### config.mk
export PLATFORM = sky130hd
export DESIGN_NAME = cpu_ctrl_flat
export DESIGN_NICKNAME = d
export VERILOG_FILES = /design/src/rtl/cpu_pkg.sv /design/src/rtl/cpu_ctrl_if.sv /design/src/rtl/ctrl_decode.sv /design/src/rtl/cpu_ctrl.sv /design/src/flat_wrapper.sv
export SDC_FILE = /design/constraint.sdc
export NUM_CORES = 1
export LEC_CHECK = 0
export BUFFER_PORTS_ARGS = -buffer_cell sky130_fd_sc_hd__buf_2
export CORE_AREA = 2 2 50 52
export DETAILED_ROUTE_END_ITERATION = 8
export DIE_AREA = 0 0 52 54
export HOLD_SLACK_MARGIN = 0.12
export PLACE_DENSITY = 0.77
export SYNTH_ARGS = -nofsm -noshare
export SYNTH_HDL_FRONTEND = slang
export SYNTH_SLANG_ARGS = --single-unit
### constraint.sdc
create_clock -name clk -period 2.6 [get_ports clk]
set_clock_uncertainty 0.1 [all_clocks]
set_input_delay 0.26 -clock clk [delete_from_list [all_inputs] [get_ports clk]]
set_output_delay 0.26 -clock clk [all_outputs]
set_load 0.05 [all_outputs]
### src/rtl/cpu_pkg.sv
`default_nettype none
// ============================================================================
// Module   : cpu_pkg
// Purpose  : Shared opcode, ALU-op, state and strobe types for the CPU control path.
// Revision : 1.0
// ============================================================================
package cpu_pkg;

    localparam int PC_W_DEFAULT = 8;
    localparam int DATA_W       = 8;

    typedef enum logic [3:0] {
        OP_NOP = 4'h0,
        OP_LDI = 4'h1,
        OP_MOV = 4'h2,
        OP_ADD = 4'h3,
        OP_SUB = 4'h4,
        OP_AND = 4'h5,
        OP_OR  = 4'h6,
        OP_XOR = 4'h7,
        OP_CMP = 4'h8,
        OP_JMP = 4'h9,
        OP_JZ  = 4'hA,
        OP_HLT = 4'hF
    } opcode_e;

    typedef enum logic [2:0] {
        ALU_ADD    = 3'd0,
        ALU_SUB    = 3'd1,
        ALU_AND    = 3'd2,
        ALU_OR     = 3'd3,
        ALU_XOR    = 3'd4,
        ALU_PASS_B = 3'd5
    } alu_op_e;

    typedef enum logic [2:0] {
        S_IDLE   = 3'd0,
        S_FETCH  = 3'd1,
        S_DECODE = 3'd2,
        S_RD_A   = 3'd3,
        S_RD_B   = 3'd4,
        S_WB     = 3'd5,
        S_HALT   = 3'd6
    } state_e;

    typedef struct packed {
        logic    imem_req;
        logic    c_a;
        logic    c_b;
        logic    c_imm;
        logic    gpr_oe;
        logic    gpr_we;
        logic    alu_opa_ld;
        alu_op_e alu_op;
        logic    alu_oe;
        logic    flags_we;
        logic    pc_ld;
        logic    illegal;
        logic    halted;
    } strobe_t;

    // CMP shares the subtractor; MOV routes operand B straight through.
    function automatic alu_op_e alu_op_of(input logic [3:0] op);
        case (op)
            OP_SUB, OP_CMP: return ALU_SUB;
            OP_AND:         return ALU_AND;
            OP_OR:          return ALU_OR;
            OP_XOR:         return ALU_XOR;
            OP_MOV:         return ALU_PASS_B;
            default:        return ALU_ADD;
        endcase
    endfunction

    function automatic logic is_illegal(input logic [3:0] op);
        return (op >= 4'hB) && (op <= 4'hE);
    endfunction

endpackage
`default_nettype wire

### src/rtl/cpu_ctrl_if.sv
`default_nettype none
// ============================================================================
// Module   : cpu_ctrl_if
// Purpose  : Fetch handshake, decode inputs and datapath strobes of the sequencer.
// Revision : 1.0
// ============================================================================
interface cpu_ctrl_if #(
    parameter int PC_W = cpu_pkg::PC_W_DEFAULT
);
    logic                       run;
    logic [PC_W-1:0]            imem_addr;
    logic                       imem_req;
    logic                       imem_ack;
    logic                       ir_load;
    logic [3:0]                 c_opcode;
    logic                       zero;
    logic [cpu_pkg::DATA_W-1:0] bus;
    logic                       c_a;
    logic                       c_b;
    logic                       c_imm;
    logic                       gpr_oe;
    logic                       gpr_we;
    logic                       alu_opa_ld;
    logic [2:0]                 alu_op;
    logic                       alu_oe;
    logic                       flags_we;
    logic [PC_W-1:0]            pc;
    logic                       halted;
    logic                       illegal;

    modport master (
        input  run, imem_ack, c_opcode, zero, bus,
        output imem_addr, imem_req, ir_load, c_a, c_b, c_imm, gpr_oe, gpr_we,
               alu_opa_ld, alu_op, alu_oe, flags_we, pc, halted, illegal
    );

    modport slave (
        output run, imem_ack, c_opcode, zero, bus,
        input  imem_addr, imem_req, ir_load, c_a, c_b, c_imm, gpr_oe, gpr_we,
               alu_opa_ld, alu_op, alu_oe, flags_we, pc, halted, illegal
    );
endinterface
`default_nettype wire

### src/rtl/ctrl_decode.sv
`default_nettype none
// ============================================================================
// Module   : ctrl_decode
// Purpose  : Pure table from (state, opcode, zero) to the datapath strobe vector.
// Revision : 1.0
// ============================================================================
module ctrl_decode
    import cpu_pkg::*;
(
    input  state_e     state_i,
    input  logic [3:0] opcode_i,
    input  logic       zero_i,
    output strobe_t    strobe_o
);

    always_comb begin
        strobe_o = '0;
        unique case (state_i)
            S_FETCH:  strobe_o.imem_req = 1'b1;
            S_DECODE: strobe_o.illegal  = is_illegal(opcode_i);
            S_RD_A: begin
                strobe_o.c_a        = 1'b1;
                strobe_o.gpr_oe     = 1'b1;
                strobe_o.alu_opa_ld = 1'b1;
            end
            S_RD_B: begin
                strobe_o.c_b    = 1'b1;
                strobe_o.gpr_oe = 1'b1;
                strobe_o.alu_op = alu_op_of(opcode_i);
            end
            S_WB: begin
                strobe_o.alu_op = alu_op_of(opcode_i);
                case (opcode_i)
                    OP_ADD, OP_SUB, OP_AND, OP_OR, OP_XOR: begin
                        strobe_o.c_a      = 1'b1;
                        strobe_o.alu_oe   = 1'b1;
                        strobe_o.gpr_we   = 1'b1;
                        strobe_o.flags_we = 1'b1;
                    end
                    OP_CMP: begin
                        strobe_o.alu_oe   = 1'b1;
                        strobe_o.flags_we = 1'b1;
                    end
                    OP_MOV: begin
                        strobe_o.c_a    = 1'b1;
                        strobe_o.alu_oe = 1'b1;
                        strobe_o.gpr_we = 1'b1;
                    end
                    OP_LDI: begin
                        strobe_o.c_a    = 1'b1;
                        strobe_o.c_imm  = 1'b1;
                        strobe_o.gpr_we = 1'b1;
                    end
                    OP_JMP: begin
                        strobe_o.c_imm = 1'b1;
                        strobe_o.pc_ld = 1'b1;
                    end
                    OP_JZ: begin
                        strobe_o.c_imm = 1'b1;
                        strobe_o.pc_ld = zero_i;
                    end
                    default: ;
                endcase
            end
            S_HALT:   strobe_o.halted = 1'b1;
            default:  ;
        endcase
    end

endmodule
`default_nettype wire

### src/rtl/cpu_ctrl.sv
`default_nettype none
// ============================================================================
// Module   : cpu_ctrl
// Purpose  : Multi-cycle fetch/decode/execute sequencer owning the program counter.
// Revision : 1.0
// ============================================================================
module cpu_ctrl
    import cpu_pkg::*;
#(
    parameter int PC_W = PC_W_DEFAULT
)(
    input  logic       clk,
    input  logic       reset_n,
    cpu_ctrl_if.master ctl
);

    state_e          state_q, state_d;
    logic [PC_W-1:0] pc_q, pc_d;
    strobe_t         strobe;
    logic            fetch_done;

    always_ff @(posedge clk) begin
        if (!reset_n) begin
            state_q <= S_IDLE;
            pc_q    <= '0;
        end else begin
            state_q <= state_d;
            pc_q    <= pc_d;
        end
    end

    always_comb begin
        state_d = state_q;
        unique case (state_q)
            S_IDLE:   if (ctl.run) state_d = S_FETCH;
            S_FETCH:  if (ctl.imem_ack) state_d = S_DECODE;
            S_DECODE: begin
                case (ctl.c_opcode)
                    OP_ADD, OP_SUB, OP_AND, OP_OR, OP_XOR, OP_CMP: state_d = S_RD_A;
                    OP_MOV:                                        state_d = S_RD_B;
                    OP_LDI, OP_JMP, OP_JZ:                         state_d = S_WB;
                    OP_HLT:                                        state_d = S_HALT;
                    default:                                       state_d = S_FETCH;
                endcase
            end
            S_RD_A:   state_d = S_RD_B;
            S_RD_B:   state_d = S_WB;
            S_WB:     state_d = S_FETCH;
            S_HALT:   state_d = S_HALT;
            default:  state_d = S_IDLE;
        endcase
    end

    // A branch load in WB replaces the increment taken at the fetch edge.
    assign fetch_done = strobe.imem_req && ctl.imem_ack;

    always_comb begin
        pc_d = pc_q;
        if (fetch_done)
            pc_d = pc_q + PC_W'(1);
        else if (strobe.pc_ld)
            pc_d = PC_W'(ctl.bus);
    end

    ctrl_decode u_decode (
        .state_i  (state_q),
        .opcode_i (ctl.c_opcode),
        .zero_i   (ctl.zero),
        .strobe_o (strobe)
    );

    always_comb begin
        ctl.imem_addr  = pc_q;
        ctl.pc         = pc_q;
        ctl.imem_req   = strobe.imem_req;
        ctl.ir_load    = fetch_done;
        ctl.c_a        = strobe.c_a;
        ctl.c_b        = strobe.c_b;
        ctl.c_imm      = strobe.c_imm;
        ctl.gpr_oe     = strobe.gpr_oe;
        ctl.gpr_we     = strobe.gpr_we;
        ctl.alu_opa_ld = strobe.alu_opa_ld;
        ctl.alu_op     = strobe.alu_op;
        ctl.alu_oe     = strobe.alu_oe;
        ctl.flags_we   = strobe.flags_we;
        ctl.halted     = strobe.halted;
        ctl.illegal    = strobe.illegal;
    end

endmodule
`default_nettype wire

### src/flat_wrapper.sv
// flat-port wrapper written by rule: the top's interface ports become plain ports
module cpu_ctrl_flat import cpu_pkg::*;
#(
    parameter int PC_W = PC_W_DEFAULT
)
  (clk, reset_n, ctl_run, ctl_imem_ack, ctl_c_opcode, ctl_zero, ctl_bus, ctl_imem_addr, ctl_imem_req, ctl_ir_load, ctl_c_a, ctl_c_b, ctl_c_imm, ctl_gpr_oe, ctl_gpr_we, ctl_alu_opa_ld, ctl_alu_op, ctl_alu_oe, ctl_flags_we, ctl_pc, ctl_halted, ctl_illegal);
  cpu_ctrl_if #(.PC_W(PC_W)) ctl_i ();
  input  logic clk;
  input  logic reset_n;
  input wire logic [$bits(ctl_i.run)-1:0] ctl_run;
  input wire logic [$bits(ctl_i.imem_ack)-1:0] ctl_imem_ack;
  input wire logic [$bits(ctl_i.c_opcode)-1:0] ctl_c_opcode;
  input wire logic [$bits(ctl_i.zero)-1:0] ctl_zero;
  input wire logic [$bits(ctl_i.bus)-1:0] ctl_bus;
  output wire logic [$bits(ctl_i.imem_addr)-1:0] ctl_imem_addr;
  output wire logic [$bits(ctl_i.imem_req)-1:0] ctl_imem_req;
  output wire logic [$bits(ctl_i.ir_load)-1:0] ctl_ir_load;
  output wire logic [$bits(ctl_i.c_a)-1:0] ctl_c_a;
  output wire logic [$bits(ctl_i.c_b)-1:0] ctl_c_b;
  output wire logic [$bits(ctl_i.c_imm)-1:0] ctl_c_imm;
  output wire logic [$bits(ctl_i.gpr_oe)-1:0] ctl_gpr_oe;
  output wire logic [$bits(ctl_i.gpr_we)-1:0] ctl_gpr_we;
  output wire logic [$bits(ctl_i.alu_opa_ld)-1:0] ctl_alu_opa_ld;
  output wire logic [$bits(ctl_i.alu_op)-1:0] ctl_alu_op;
  output wire logic [$bits(ctl_i.alu_oe)-1:0] ctl_alu_oe;
  output wire logic [$bits(ctl_i.flags_we)-1:0] ctl_flags_we;
  output wire logic [$bits(ctl_i.pc)-1:0] ctl_pc;
  output wire logic [$bits(ctl_i.halted)-1:0] ctl_halted;
  output wire logic [$bits(ctl_i.illegal)-1:0] ctl_illegal;
  assign ctl_i.run = ctl_run;
  assign ctl_i.imem_ack = ctl_imem_ack;
  assign ctl_i.c_opcode = ctl_c_opcode;
  assign ctl_i.zero = ctl_zero;
  assign ctl_i.bus = ctl_bus;
  assign ctl_imem_addr = ctl_i.imem_addr;
  assign ctl_imem_req = ctl_i.imem_req;
  assign ctl_ir_load = ctl_i.ir_load;
  assign ctl_c_a = ctl_i.c_a;
  assign ctl_c_b = ctl_i.c_b;
  assign ctl_c_imm = ctl_i.c_imm;
  assign ctl_gpr_oe = ctl_i.gpr_oe;
  assign ctl_gpr_we = ctl_i.gpr_we;
  assign ctl_alu_opa_ld = ctl_i.alu_opa_ld;
  assign ctl_alu_op = ctl_i.alu_op;
  assign ctl_alu_oe = ctl_i.alu_oe;
  assign ctl_flags_we = ctl_i.flags_we;
  assign ctl_pc = ctl_i.pc;
  assign ctl_halted = ctl_i.halted;
  assign ctl_illegal = ctl_i.illegal;
  cpu_ctrl #(.PC_W(PC_W)) u_core (.clk(clk), .reset_n(reset_n), .ctl(ctl_i));
endmodule
# After elaboration in Yosys (flattened, before gate mapping)
# Memories as Yosys holds them, arrays and structs flattened.
# Cells that the tools add are included.
# totals
ff_bits	11
latchBits	0
ram_bits	0
rom_bits	48
inputBits	17
output_inout_bits	31
elab_cells	58
memories	1
# memory_table
memory	words	word_bits	rd	rd_clocked_by_memory_dff	write_ports	line_no	text
(name not given)	16	3	1	0	0	cpu_ctrl.sv:38	case (ctl.c_opcode)
# op_classes
add_sub_neg	1
mul	0
n_div	0
order_cmp	2
n_eq_ne	18
shifts	0
mux	22
bitwise	0
n_reduce_logical	12
# op_table
cell	n
3-bit case mux with 7 select lines	1
4-bit by 3-bit == test with 1-bit output, second input constant	4
8-bit 2-to-1 mux	2
3-bit case mux with 5 select lines	1
7-bit OR reduction	2
4-bit == test, second input constant	3
1-bit 2-to-1 mux	12
3-bit 2-to-1 mux	4
3-bit == test, second input constant	3
8-bit by 1-bit adder with 8-bit output, second input constant	1
4-bit by 2-bit == test with 1-bit output, second input constant	2
3-bit by 2-bit == test with 1-bit output, second input constant	2
2-bit OR reduction	3
6-bit OR reduction	1
4-bit by 1-bit == test with 1-bit output, second input constant	1
4-bit >= comparator, second input constant	1
4-bit less-or-equal comparator, second input constant	1
2-bit != test, second input constant	2
1-bit case mux with 2 select lines	2
3-bit by 1-bit == test with 1-bit output, second input constant	1
3-bit logical NOT	1
3-bit OR reduction	1
1-bit logical AND	2
2-bit AND reduction	1
2-bit nonzero test	1

# Longest topological paths before layout
# Gate-level depths: netlist of run 1.
# logic_depth
word_depth	6
depth_mapped	7
mapped_depth_nobuf	6

# Cells and area by module
# A second synthesis of run 1 with hierarchy kept.
# hier_totals
hier_cells	128
hier_area_um2	1037.2
# by_module_without_submodules
module	n_inst	cells_each	area_each_um2	seq_area_each_um2
cpu_ctrl	1	88	737.0	220.2
ctrl_decode	1	40	300.3	0.0

# Least setup slack after synthesis of run 1
# Ideal clock, no wire load.
# synth_timing
path_kind	in2out
from	in ctl_c_opcode[2]
to	out ctl_illegal
arrival_ps	2612
required_time_ps	2240
slack_ps	-372
path_stages	4
n_path_buf	2
path_cell_list	clkbuf_1 > buf_1 > o22ai_1 > nor4b_1
# synth_between
elab_chain_cells	3
word_cells_on_any_way	4
classes_between	order compare: 2; mux: 1; reduce/logical: 1
# synth_rtl
item	line_no	text
from (decl)	flat_wrapper.sv:12	input wire logic [$bits(ctl_i.c_opcode)-1:0] ctl_c_opcode;
4-bit >= comparator or 4-bit less-or-equal comparator (tied branches)	cpu_pkg.sv:75	return (op >= 4'hB) && (op <= 4'hE);
1-bit logical AND (*)	cpu_pkg.sv:75	
1-bit 2-to-1 mux (*)	ctrl_decode.sv:18	unique case (state_i)
to (decl)	flat_wrapper.sv:29	output wire logic [$bits(ctl_i.illegal)-1:0] ctl_illegal;
# Every way passes the cells marked *; elsewhere a longest branch is shown, timed or not.

# Final worst setup path of run 1
# layout_timing
from	reg u_core.state_q[0]
to	out ctl_ir_load
# layout_between
elab_chain_cells	3
# layout_rtl
item	line_no	text
from (decl)	cpu_ctrl.sv:17	state_e state_q, state_d;
from (signal assigned)	cpu_ctrl.sv:27	state_q <= state_d;
3-bit by 1-bit == test with 1-bit output	ctrl_decode.sv:18	
1-bit 2-to-1 mux	ctrl_decode.sv:18	
1-bit logical AND	cpu_ctrl.sv:55	assign fetch_done = strobe.imem_req && ctl.imem_ack;
to (decl)	flat_wrapper.sv:17	output wire logic [$bits(ctl_i.ir_load)-1:0] ctl_ir_load;
# Every way passes these cells.

==> impl_metrics.py, run 1 <==
metrics = {
    "timing": {
        "rsz0062_at_grt": "false",
        "finalMaxSlewViolations": 0,
        "hold_viol": 0,
        "setup_violations": 0,
        "timing.final.crit_share": 0.853,
        "fin_ws_ns": 0.383,
        "fmax_ghz": 0.451,
        "slew_headroom": 0.502,
        "fin_crit_ns": 2.22,
        "fin_tns_setup_ns": 0,
        "worst_pin_slew_ns": 0.746,
    },
    "detailed_routing": {
        "firstDrtPassIters": 5,
        "drt-wirelength-per-cell_um": 12.7,
        "post-route-drc-count": 0,
        "route.final.wire_length_um": 2450,
        "via_per_inst": 5.68,
        "route.antenna.remaining_nets": 0,
        "drt_iter0_drc": 17,
        "vias": 1096,
    },
    "die": {
        "die_y_um": 54,
        "boundaryPins": 48,
        "placementRows": 18,
        "start_util": 0.429,
        "die_w_um": 52,
        "dieArea_mm2": 0.00281,
        "core_mm2": 0.00232,
    },
    "final_layout": {
        "layout_common_cells": "buf_2 (47), dfxtp_1 (11), nand2_1 (9), a21oi_1 (9), nor2_1 (8)",
        "diodes": 0,
        "fin_cells": 193,
        "fin_area_mm2": 0.00121,
        "layout-drive-gt1-share": 0.362,
        "final_util": 0.524,
        "final_common_cell": "buf_2",
        "fillCellCount": 219,
        "syn2layout_area_growth_pct": 22.0,
        "nets": 188,
    },
    "place": {
        "place_ws_ns": 0.388,
        "place_congestion": 0.744,
        "dpl.hpwl_um": 1900,
        "dpl_cell_area_mm2": 0.00119,
        "port_buffers": 47,
        "dp.cells": 189,
    },
    "grt": {
        "grt_max_degree": 19,
        "grt_use_met1": 0.217,
        "grt_pass1_vias": 921,
        "grt_pass1_wl_um": 3890,
        "antenna_found_initial": 0,
        "met3_usage": 0.0167,
        "grtUsageMet2": 0.329,
        "grt_usage": 0.181,
        "grt.overflow.total": 0,
        "busiest_layer": "met2",
    },
    "power_and_ir_drop": {
        "worst_ir_drop_vdd_v": 0.000383,
        "p_per_area_mw_per_mm2": 362,
        "leakagePower_nw": 0.624,
    },
    "synthesis": {
        "synth-edff-count": 0,
        "syn-instance-count": 128,
        "avgSynthCellArea_um2": 7.78,
        "syn-num-nets": 152,
        "yosysSeqAreaShare": 0.221,
        "ys.flop_type": "dfxtp_1",
        "ys_seq_elements": 11,
        "ys.warnings.count": 0,
        "synthArstFlopShare": 0,
        "synth_cell_type_count": 44,
        "syn_area_um2": 996,
    },
    "clock_network": {
        "root_buffer": "clkbuf_4",
        "cts.sinks": 11,
        "path_clk_slew_ns": 0.06,
        "post_cts_resized": 0,
        "insertion_delay_ns": 0.27,
        "clk_path_buf_depth": 2,
        "cts_max_level": 1,
        "holdBufCountCts": 0,
        "post_cts_buffers": 0,
        "cts_buffers": 3,
        "cts_tree": "yes",
    },
    "setup_path": {
        "end_kind": "primary output",
        "worstSetupPathType": "reg -> out",
        "r2r.worst_path.cells": 4,
        "worstPathMaxFanout": 11,
        "critPathArrivalTime_ns": 1.86,
        "cp_data_required_time_ns": 2.24,
        "start_kind": "register",
    },
    "job": {
        "max_cap_viol_count": 0,
    },
    "status": {
        "status": "completed",
    },
    "min_path": {
        "hold_path_class": "in -> reg",
        "min_path_cells": 3,
    },
}
## cell usage after synthesis (all sizes together), types with 4 or more instances
library cell	count	area [um^2]
buf	13	86.3
dfxtp	11	220
a21oi	10	53.8
nand2	9	33.8
nor2	8	30.0
ha	7	87.6
nand3	6	30.0
nor3	6	30.0
inv	5	18.8
o21ai	5	25.0
o21a	4	30.0
## stage by stage
stage	power, mW	hold slack [ns]
2_1_floorplan	0.299	0.298
6_report	0.440	0.138
3_5_place_dp	0.330	0.419
3_3_place_gp	0.326	0.400
4_1_cts	0.442	0.146
5_1_grt	0.460	0.169
## kinds of logic (layout without fill, tap and decap cells)
group,after synthesis,after routing,share of synthesized area
and+or+nand+nor,47,47,0.273
AOI/OAI and AO/OA,39,39,0.271
buffers and inverters,21,56,0.117
DFF,11,11,0.221
adders and majority gates,7,7,0.0879
muxes,2,2,0.0214
xor gates and xnor gates,1,1,0.00880
## final timing paths
kind | from | to | slack (ns)
min | ctl_bus[7] | u_core.ctl.imem_addr[7] | 0.14
max | u_core.state_q[0] | ctl_ir_load | 0.38
max reg2reg | u_core.state_q[2] | u_core.ctl.imem_addr[0] | 0.60
min reg2reg | u_core.ctl.imem_addr[6] | u_core.ctl.imem_addr[6] | 0.42
## cell type report
type / instances / area, um^2 / area share
multi-input cells: 96 / 677 / 0.557
repair buffers: 47 / 235 / 0.194
flip-flops and latches: 11 / 220 / 0.181
well taps: 30 / 37.5 / 0.0309
clock buffers: 4 / 26.3 / 0.0216
inverters: 5 / 18.8 / 0.0154
## registers in the layout (all words and copies together) (netlist names)
signal                cells
u_core.ctl.imem_addr      8
u_core.state_q            3
## metal layers
metal / part of all wire / routed length (um)
met2: 0.47 / 1150
met1: 0.44 / 1090
met3: 0.068 / 166
met5: 0 / 0
met4: 0.019 / 47
## worst max-delay path, cell delays in order, from the launching register on
cell       delay, ns
dfxtp_1         0.53
nand4bb_1       0.45
inv_1           0.30
buf_2           0.30
## power breakdown
part | leakage (nW) | internal (mW) | total, mW | switching (mW)
registers | 0.0893 | 0.175 | 0.188 | 0.0131
logic | 0.520 | 0.0449 | 0.138 | 0.0930
clock network | 0.0150 | 0.0595 | 0.114 | 0.0547
Note: power is estimated with default switching activity, not from simulation.
==> inputs of run 2 (changes only) <==
--- a/config.mk
+++ b/config.mk
@@ -14,3 +14,4 @@
 export SYNTH_ARGS = -nofsm -noshare
 export SYNTH_HDL_FRONTEND = slang
 export SYNTH_SLANG_ARGS = --single-unit
+export TNS_END_PERCENT = 5
==> constraint.sdc (replaced) <==
create_clock -name clk -period 2.45 [get_ports clk]
set_clock_uncertainty 0.1 [all_clocks]
set_input_delay 0.245 -clock clk [delete_from_list [all_inputs] [get_ports clk]]
set_output_delay 0.245 -clock clk [all_outputs]
set_load 0.05 [all_outputs]
==> run 2 against run 1 <==
  * Count of clock-buffer cells in the layout unchanged
  * Critical path depth unchanged
  * Global-route usage up 0.14 points
  * Cell area down 0.31%
==> impl_metrics.py, run 2 (synthesized netlist as in run 1, its figures left out) <==
metrics = {
    "setup_path": {
        "crit_chain": "nand4bb_1, inv_1, buf_2",
        "slowest_stage": "dfxtp_1",
        "slowest_delay_ns": 0.55,
        "r2r.worst_path.cells": 4,
        "cp_data_required_time_ns": 2.11,
        "worstPathMaxFanout": 11,
        "start_kind": "register",
        "end_kind": "primary output",
        "worstSetupPathType": "reg -> out",
        "critPathArrivalTime_ns": 1.91,
    },
    "power_and_ir_drop": {
        "power.share.sequential": 0.426,
        "power_switching_mw": 0.173,
        "power_frac_clock": 0.264,
        "p_per_area_mw_per_mm2": 388,
        "p_int_mw": 0.296,
        "fin_total_pwr_mw": 0.469,
        "combPwrFrac": 0.311,
        "worst_ir_drop_vdd_v": 0.000347,
        "switching_share": 0.369,
        "leakagePower_nw": 0.627,
    },
    "final_layout": {
        "largest_register_ffs": 8,
        "multiInputGateArea_um2": 666,
        "seqCellArea_um2": 220,
        "diodes": 0,
        "final_util": 0.522,
        "layout-drive-gt1-share": 0.354,
        "layout_common_cells": "buf_2 (47), dfxtp_1 (11), nand2_1 (9), a21oi_1 (9), nor2_1 (8)",
        "syn2layout_area_growth_pct": 21.6,
        "fin_area_mm2": 0.00121,
        "fillCellCount": 221,
        "final_common_cell": "buf_2",
        "nets": 189,
        "fin_cells": 194,
    },
    "clock_network": {
        "post_cts_buffers": 0,
        "post_cts_resized": 0,
        "cts_tree": "yes",
        "clk_path_buf_depth": 2,
        "cts_buffers": 3,
        "cts.sinks": 11,
        "cts_max_level": 1,
        "root_buffer": "clkbuf_4",
        "insertion_delay_ns": 0.27,
        "path_clk_slew_ns": 0.07,
        "holdBufCountCts": 0,
    },
    "detailed_routing": {
        "post-route-drc-count": 0,
        "route.final.wire_length_um": 2400,
        "via_per_inst": 5.47,
        "drt-wirelength-per-cell_um": 12.4,
        "vias": 1061,
        "firstDrtPassIters": 4,
        "route.antenna.remaining_nets": 0,
        "drt_iter0_drc": 18,
    },
    "place": {
        "port_buffers": 47,
        "place_congestion": 0.760,
        "place_ws_ns": 0.251,
        "dpl.hpwl_um": 1820,
        "dp.cells": 190,
        "dpl_cell_area_mm2": 0.00118,
    },
    "die": {
        "boundaryPins": 48,
        "placementRows": 18,
        "core_mm2": 0.00232,
        "start_util": 0.429,
        "die_y_um": 54,
        "dieArea_mm2": 0.00281,
        "die_w_um": 52,
    },
    "grt": {
        "grt_pass1_wl_um": 3910,
        "grt_max_degree": 19,
        "grt.overflow.total": 0,
        "grt_pass1_vias": 905,
        "grt_usage": 0.183,
        "antenna_found_initial": 0,
    },
    "timing": {
        "worst_pin_slew_ns": 0.493,
        "fin_crit_ns": 2.25,
        "finalMaxSlewViolations": 0,
        "fmax_ghz": 0.444,
        "hold_viol": 0,
        "fin_tns_setup_ns": 0,
        "setup_violations": 0,
        "timing.final.crit_share": 0.919,
        "rsz0062_at_grt": "false",
        "slew_headroom": 0.669,
        "fin_ws_ns": 0.198,
        "hold_ws_ns": 0.120,
    },
    "min_path": {
        "hold_path_class": "in -> reg",
        "min_path_cells": 3,
    },
    "status": {
        "status": "completed",
    },
    "job": {
        "max_cap_viol_count": 0,
    },
}
## run 2: cell count changes in the layout (fill, tap and decap cells not counted), sizes merged
cell / delta
buf: +1
## run 2: critical path: cells and delay by family, from the launching register on
kind	cells	cell delay (ns)
buffers and inverters	2	0.61
flip-flops	1	0.55
AND/OR/NAND/NOR	1	0.47
## run 2: layer usage
metal  track usage  vias to the layer above  part of all wire
met2         0.319                       47              0.46
met4        0.0658                        0             0.010
met5             0                        -                 0
met1         0.231                      473              0.44
li1              -                      538                 -
met3        0.0222                        3             0.082
## run 2: path summary, 6_finish.rpt
check	from	endpoint	slack [ns]
setup / recovery	u_core.state_q[0]	ctl_ir_load	0.20
hold / removal	ctl_bus[7]	u_core.ctl.imem_addr[7]	0.12
setup reg to reg	u_core.state_q[0]	u_core.ctl.imem_addr[5]	0.46
hold reg to reg	u_core.ctl.imem_addr[6]	u_core.ctl.imem_addr[6]	0.42
## run 2: cell type report
type | instances | area share
multi-input cells | 96 | 0.550
repair buffers | 48 | 0.200
clock buffers | 4 | 0.0217
flip-flops and latches | 11 | 0.182
well taps | 30 | 0.0310
inverters | 5 | 0.0155
## run 2: power by group through the flow
stage | combinational, mW | clock [mW] | sequential (mW)
after global placement | 0.143 | 0 | 0.203
after CTS | 0.146 | 0.125 | 0.199
after global routing | 0.158 | 0.134 | 0.202
after detailed placement | 0.145 | 0 | 0.203
final | 0.146 | 0.124 | 0.200
after floorplan | 0.109 | 0 | 0.207
